`src/rtl/pipeline_pkg.sv`:
```
// Shared pipeline definitions: fetch state encoding, reset/bubble constants and
// word-alignment helper used by the fetch stage.
package pipeline_pkg;

  localparam int          WORD_BYTES = 4;
  localparam logic [31:0] RESET_PC   = 32'h0000_3000;
  localparam logic [31:0] NOP_WORD   = 32'h0000_0000;

  typedef enum logic [1:0] {
    ST_IDLE  = 2'd0,
    ST_REQ   = 2'd1,
    ST_HOLD  = 2'd2,
    ST_DRAIN = 2'd3
  } fetch_state_t;

  function automatic logic [31:0] word_align(input logic [31:0] addr);
    return addr & ~32'(WORD_BYTES - 1);
  endfunction

endpackage

```
`src/rtl/fetch_unit.sv`:
```
// Instruction-fetch stage: owns the PC, fetches over a req/ack handshake and
// feeds IF/ID, holding a word across stalls and inserting a bubble on redirect.
module fetch_unit
  import pipeline_pkg::*;
(
  input  logic        clk,
  input  logic        rst_n,
  input  logic        stall,
  input  logic        redirect,
  input  logic [31:0] redirect_pc,
  output logic        imem_req,
  output logic [31:0] imem_addr,
  input  logic        imem_ack,
  input  logic [31:0] imem_rdata,
  output logic        ifid_en,
  output logic [31:0] instr_out,
  output logic [31:0] pc4_out
);

  fetch_state_t state, state_next;

  logic [31:0] pc;
  logic [31:0] addr_q;
  logic [31:0] buf_instr;
  logic [31:0] buf_pc4;
  logic [31:0] pc_plus4;
  logic [31:0] target;
  logic        take_redirect;
  logic        buf_load;

  assign pc_plus4      = pc + 32'(WORD_BYTES);
  assign target        = word_align(redirect_pc);
  assign take_redirect = redirect && (state != ST_IDLE);
  assign buf_load      = (state == ST_REQ) && imem_ack && stall && !redirect;

  always_ff @(posedge clk or negedge rst_n) begin
    if (!rst_n) begin
      state <= ST_IDLE;
    end else begin
      state <= state_next;
    end
  end

  always_comb begin
    state_next = state;
    case (state)
      ST_IDLE:  state_next = ST_REQ;
      ST_REQ: begin
        if (redirect) begin
          // An unacked request cannot be withdrawn, so its data must be drained.
          state_next = imem_ack ? ST_REQ : ST_DRAIN;
        end else if (imem_ack && stall) begin
          state_next = ST_HOLD;
        end
      end
      ST_HOLD:  if (redirect || !stall) state_next = ST_REQ;
      ST_DRAIN: if (imem_ack) state_next = ST_REQ;
      default:  state_next = ST_IDLE;
    endcase
  end

  always_ff @(posedge clk or negedge rst_n) begin
    if (!rst_n) begin
      pc        <= RESET_PC;
      addr_q    <= RESET_PC;
      buf_instr <= '0;
      buf_pc4   <= '0;
    end else begin
      if (take_redirect) begin
        pc <= target;
      end else if ((state == ST_REQ) && imem_ack) begin
        pc <= pc_plus4;
      end
      if (state == ST_REQ) begin
        addr_q <= pc;
      end
      if (buf_load) begin
        buf_instr <= imem_rdata;
        buf_pc4   <= pc_plus4;
      end
    end
  end

  always_comb begin
    imem_req  = 1'b0;
    imem_addr = pc;
    ifid_en   = 1'b0;
    instr_out = '0;
    pc4_out   = '0;
    case (state)
      ST_REQ: begin
        imem_req = 1'b1;
        if (imem_ack && !stall) begin
          ifid_en   = 1'b1;
          instr_out = imem_rdata;
          pc4_out   = pc_plus4;
        end
      end
      ST_HOLD: begin
        ifid_en   = !stall;
        instr_out = buf_instr;
        pc4_out   = buf_pc4;
      end
      ST_DRAIN: begin
        imem_req  = 1'b1;
        imem_addr = addr_q;
      end
      default: ;
    endcase
    // The bubble overrides whatever the state would otherwise deliver.
    if (take_redirect) begin
      ifid_en   = 1'b1;
      instr_out = NOP_WORD;
      pc4_out   = '0;
    end
  end

endmodule

```
`config.mk`:
```
export PLATFORM = sky130hd
export DESIGN_NAME = fetch_unit
export DESIGN_NICKNAME = d
export VERILOG_FILES = /design/src/rtl/pipeline_pkg.sv /design/src/rtl/fetch_unit.sv
export SDC_FILE = /design/constraint.sdc
export NUM_CORES = 1
export LEC_CHECK = 0
export BUFFER_PORTS_ARGS = -buffer_cell sky130_fd_sc_hd__buf_2
export CAP_MARGIN = 10
export CORE_ASPECT_RATIO = 0.7
export CORE_MARGIN = 2
export CORE_UTILIZATION = 49
export DETAILED_ROUTE_END_ITERATION = 10
export PLACE_DENSITY_LB_ADDON = 0.2
export SLEW_MARGIN = 20
export SYNTH_ARGS = -nofsm -noshare
export SYNTH_HDL_FRONTEND = slang
export SYNTH_SLANG_ARGS = --single-unit
```
`constraint.sdc`:
```
create_clock -name clk -period 2 [get_ports clk]
set_clock_uncertainty 0.15 [all_clocks]
set_input_delay 0 -clock clk [delete_from_list [all_inputs] [get_ports clk]]
set_output_delay 0 -clock clk [all_outputs]
set_load 0.1 [all_outputs]
```
==> results.md, run 1 <==
* Status: did not finish
* CTS Buffer Depth at 2
* Post-CTS Setup Bufs at 56
* Port Buffers at 160
* Post_cts resized at around 150
* Post-synthesis sequential area ratio at 0.4516
* Number of H-tree levels at 4
* Error msg: [ERROR DPL-0033] detailed placement checks failed during check placement.
* Root Buffer: clkbuf_16
* Ports at between 150 and 200
* Row count at 36
* Starting Density at 0.4976
* Failing step: clock tree synthesis (4_1_cts)
* TritonCTS buffer count at 17
* Mean post-synth cell area at ~9.7 um^2
* Post-Syn Area at approximately 0.007 mm^2
* Post-Synth Simple-Gate Area at 0.1558
* Dpl cell area at roughly 0.011 mm^2
* Ys Warns at 0
* Synth Instances at roughly 710
* Hold_buf cts at 67
* Die H at between 100 and 150 um
* Synth cell types at 37
* Cells after DPL at about 1100
* Post-Synth XOR/XNOR Area at 0.07255
* Synthesized flop and latch total at 124
* Compound-gate portion of the synthesized area at 0.1049
* Largest family of logic cells by synthesized area: multiplexers
* Dpl hpwl at 15270 um
* Post-synthesis adder-cell area fraction at 0.009091
* Clock sink count at about 120
* Dpl ws at -0.08294 ns
* Die X at ~150 um
* RD Place Congestion at between 0.8 and 0.9
* Mux contribution to synthesized area at 0.1585
cell families after synthesis:
logic type / after synthesis
flip-flops: 124
AND/OR/NAND/NOR: 229
adder cells (fa/ha/maj): 5
multiplexers: 97
other: 1
buffers and inverters: 73
XOR/XNOR: 57
AO/OA/AOI/OAI: 123
Yosys cell counts:
master	number	area (um^2)
buf_4	5	37.54
o21ai_1	48	240.2
nand4_2	3	37.54
a21oi_1	3	15.01
xor2_1	16	140.1
or4_4	1	11.26
nor2b_1	1	6.260
nor4_2	3	37.54
nand2_2	1	6.260
a22oi_1	39	292.8
mux2_2	96	1081
buf_1	4	15.01
nand3_1	18	90.09
dfstp_2	4	105.1
xnor2_1	41	359.1
nor2_1	60	225.2
nor3_2	2	20.02
inv_2	1	3.750
o21ai_0	30	150.1
buf_2	24	120.1
o22a_1	2	17.52
or2_2	1	6.260
conb_1	1	3.750
and3_1	10	62.56
inv_1	5	18.77
nand2_1	91	341.6
a31oi_1	1	6.260
nor3_1	16	80.08
and2_1	4	25.02
nand2b_1	1	6.260
mux2i_1	1	10.01
nor4_1	1	6.260
and4_1	4	35.03
clkbuf_1	34	127.6
nand4_1	12	75.07
ha_1	5	62.56
dfrtp_1	120	3003
metrics by stage:
step / utilization / hold WS (ns)
2_1_floorplan: - / -0.4456
3_3_place_gp: 0.7666 / -0.1553
3_5_place_dp: 0.7666 / -0.1547
==> inputs of run 2 (changes only) <==
--- a/config.mk
+++ b/config.mk
@@ -7,11 +7,10 @@
 export LEC_CHECK = 0
 export BUFFER_PORTS_ARGS = -buffer_cell sky130_fd_sc_hd__buf_2
 export CAP_MARGIN = 10
-export CORE_ASPECT_RATIO = 0.7
 export CORE_MARGIN = 2
-export CORE_UTILIZATION = 49
+export CORE_UTILIZATION = 40
 export DETAILED_ROUTE_END_ITERATION = 10
-export PLACE_DENSITY_LB_ADDON = 0.2
+export PLACE_DENSITY_LB_ADDON = 0.15
 export SLEW_MARGIN = 20
 export SYNTH_ARGS = -nofsm -noshare
 export SYNTH_HDL_FRONTEND = slang
==> constraint.sdc (replaced) <==
create_clock -name clk -period 2.6 [get_ports clk]
set_clock_uncertainty 0.15 [all_clocks]
set_input_delay 0 -clock clk [delete_from_list [all_inputs] [get_ports clk]]
set_output_delay 0 -clock clk [all_outputs]
set_load 0.1 [all_outputs]
==> run 2 against run 1 <==
The run now ends clean. Area after synthesis did not move. Synthesized cell count stayed put.
==> results.md, run 2 <==
* Total negative slack at 0 ns
* Largest net degree at the start of global routing at 57
* Final setup fails at 0
* Final wirelength at between 15000 and 20000 um
* Dpl cell area at 0.009509 mm^2 (-10%)
* # nets final at 990
* Crit Path Max Fanout at 6
* Most frequent cells in the layout: dfrtp_1 (111), buf_12 (99), mux2_2 (96)
* Fraction of layout cells with a size suffix above 1 at 0.4467
* Crit path from: pc[22]
* Final Power at approximately 13 mW
* Drc violations at 0
* Number of H-tree levels at 4 (unchanged)
* Maximum vdd drop at approximately 1.1 mV
* Wire per inst at ~17 um
* RSZ-0062 raised after global routing: true
* Mean post-synth cell area at 9.706 um^2 (unchanged)
* Most common cell in the synthesized netlist: dfrtp_1
* CP bufs+invs at 1
* Post-Syn Area at 0.006882 mm^2 (unchanged)
* Startpoint Class: register
* Relative slew slack at 0.5633
* # diodes at 0
* CTS tree: yes
* Top post-synthesis cells by area: dfrtp_1 (44%), mux2_2 (16%), xnor2_1 (5.2%), nand2_1 (5.0%), a22oi_1 (4.3%)
* Tightest Pin Transition at 0.6551 ns
* Max FFs per register at 32
* Clock sink count at 124 (unchanged)
* Cell Count, Final, Fillers Out at about 1100
* CTS Buffer Depth at 2 (unchanged)
* Synth top area share at 0.4364 (unchanged)
* Final Max Tran Viols at 0
* Util after Layout at 0.6585
* Worst setup path end: pc4_out[30]
* Reg-to-Reg Start: state[1]
* Leak at approximately 4.5 nW
* Synth cell types at 37 (unchanged)
* Initial antenna violation count at 0
* Die X at 135.2 um (-7.2%)
* CP arrival at roughly 2.4 ns
* Clk_lat worst skew at 0.42 ns
* Dpl ws at 0.2979 ns (+0.3808 ns)
* Clock-pin transition on the worst setup and hold timing paths at approximately 0.060 ns
* Post-synth EDFFs at 0 (unchanged)
* Gr ovfl total at 0
* Ports at 167 (unchanged)
* Row count at 47 (+31%)
* Crit Path Category: register to primary output
* R2R Setup Slk at approximately 0.12 ns
* Routed Antenna Nets at 0
* Synth Instances at 709 (unchanged)
* DRT iter0 DRCs at between 300 and 400
* Slowest-stage cell, CP: or4_4
* Area of the die at approximately 0.018 mm^2
* Vias in the first global route at 6199
* Post-synthesis sequential area ratio at 0.4516 (unchanged)
* Mean number of vias per cell at between 5 and 6
* Ys Warns at 0 (unchanged)
* Die H at 135.2 um (+31%)
* CP Depth at 6
* TritonCTS buffer count at 17 (unchanged)
* Worst r2r path cells at 7
* GRT Total Usage at 0.2213
* Status: complete, no violations
* Root Buffer: clkbuf_16
* Fin worst setup slack at just over 0.09 ns
* CP cell instances: nand4_1, or4_4, nor3_2, xnor2_1, o21ai_2, buf_12
* Fin area at ~0.011 mm^2
* Synth cell count leaders: dfrtp_1 (120), mux2_2 (96), nand2_1 (91)
* Top cell family by delay on the critical path: simple AND/OR/NAND/NOR gates
* Layout area overhead at 59.80%
* First-pass GRT wire length at 31670 um
* Tmin final at ~2.5 ns
* Asr flop ratio synth at 1.000 (unchanged)
* Synthesized flop and latch total at 124 (unchanged)
* End of the worst register-to-register path: pc[3]
* Hold crit path type: input port to asynchronous set/reset pin
* Dpl hpwl at 13230 um (-13%)
* Port Buffers at 160 (unchanged)
* Commonest non-fill, non-tap cell in the layout: dfrtp_1
* Starting Density at 0.4120 (-0.08560)
* Largest area contributor in the netlist: dfrtp_1
* Req. time, crit path at between 2 and 2.5 ns
* Fin crit share at 0.9648
* Hold slack final at 0.009620 ns
* Fin. Hold Viols at 0
* Drt first pass iters at 5
* Floorplan core area at around 0.017 mm^2
* F_max at around 0.4 GHz
* CP Capture Type: primary output
* Top reg by flops: buf_instr
* Cell Pwr Density at 1154 mW/mm^2
* Vias at around 6000
* CP peak stage delay at between 0.4 and 0.5 ns
* RD Place Congestion at 0.8907 (-0.78%)
* Cells after DPL at 1044 (-2.1%)
* Ys flop type: dfrtp_1
* Number of max-cap violations at 0
==> run 2: cell counts after synthesis <==
No cell type changed its count.
==> run 2: final cells by class <==
| type | count | area [um^2] |
|---|---|---|
| Clock inverter | 12 | 121.4 |
| Sequential cell | 124 | 3119 |
| Multi-Input combinational cell | 515 | 3845 |
| Inverter | 6 | 22.52 |
| Timing Repair Buffer | 252 | 3157 |
| Clock buffer | 20 | 456.7 |
| Fill cell | 1278 | 5704 |
| Tap cell | 220 | 275.3 |
==> run 2: worst min path at each step <==
| stage | to | slack, ns | cells after the start |
|---|---|---|---|
| finish | buf_instr[4] | 0.01 | 3 |
| global route | buf_instr[4] | 0.03 | 3 |
| CTS | buf_pc4[2] | 0.0004 | 3 |
| detailed placement | buf_instr[4] | -0.13 | 1 |
| global placement | buf_instr[4] | -0.13 | 1 |
| floorplan | addr_q[10] | -0.45 | 0 |
==> run 2: repair_timing <==
| item | CTS | global route |
|---|---|---|
| pin swaps | 0 | 1 |
| resized for setup | 11 | 31 |
| endpoints found under the hold margin | 184 | 0 |
| endpoints found under the setup margin | 15 | 65 |
| buffers inserted | 0 | 1 |
| hold buffers | 72 | 0 |
==> run 2: kinds of logic after synthesis <==
family                     Yosys count  share of synthesized area
muxes                               97                     0.1585
buffers and inverters               73                    0.04691
and+or+nand+nor                    229                     0.1558
AOI/OAI and AO/OA                  123                     0.1049
DFF                                124                     0.4516
adders and majority gates            5                   0.009091
xor gates and xnor gates            57                    0.07254
other                                1                  0.0005449
==> run 2: per-layer routing <==
layer	global-route usage	vias up	share of wire
met5	0	-	0
met4	0.09028	0	0.022
met3	0.04227	41	0.051
met2	0.3610	196	0.49
met1	0.2912	2982	0.44
li1	-	2867	-
==> run 2: power by group <==
part           switching (mW)  internal [mW]
registers               0.580           2.77
logic                    4.31           2.72
clock network           0.858           1.45
==> run 2: worst reg2reg max path: cells and delay by family, from the launching register on <==
family,cells,cell delay [ns]
compound gates,1,0.15
fa+ha+maj,1,0.23
buf+inv,3,1.24
flops,1,0.41
simple gates,2,0.25
Power figures use the tool's default switching activity.
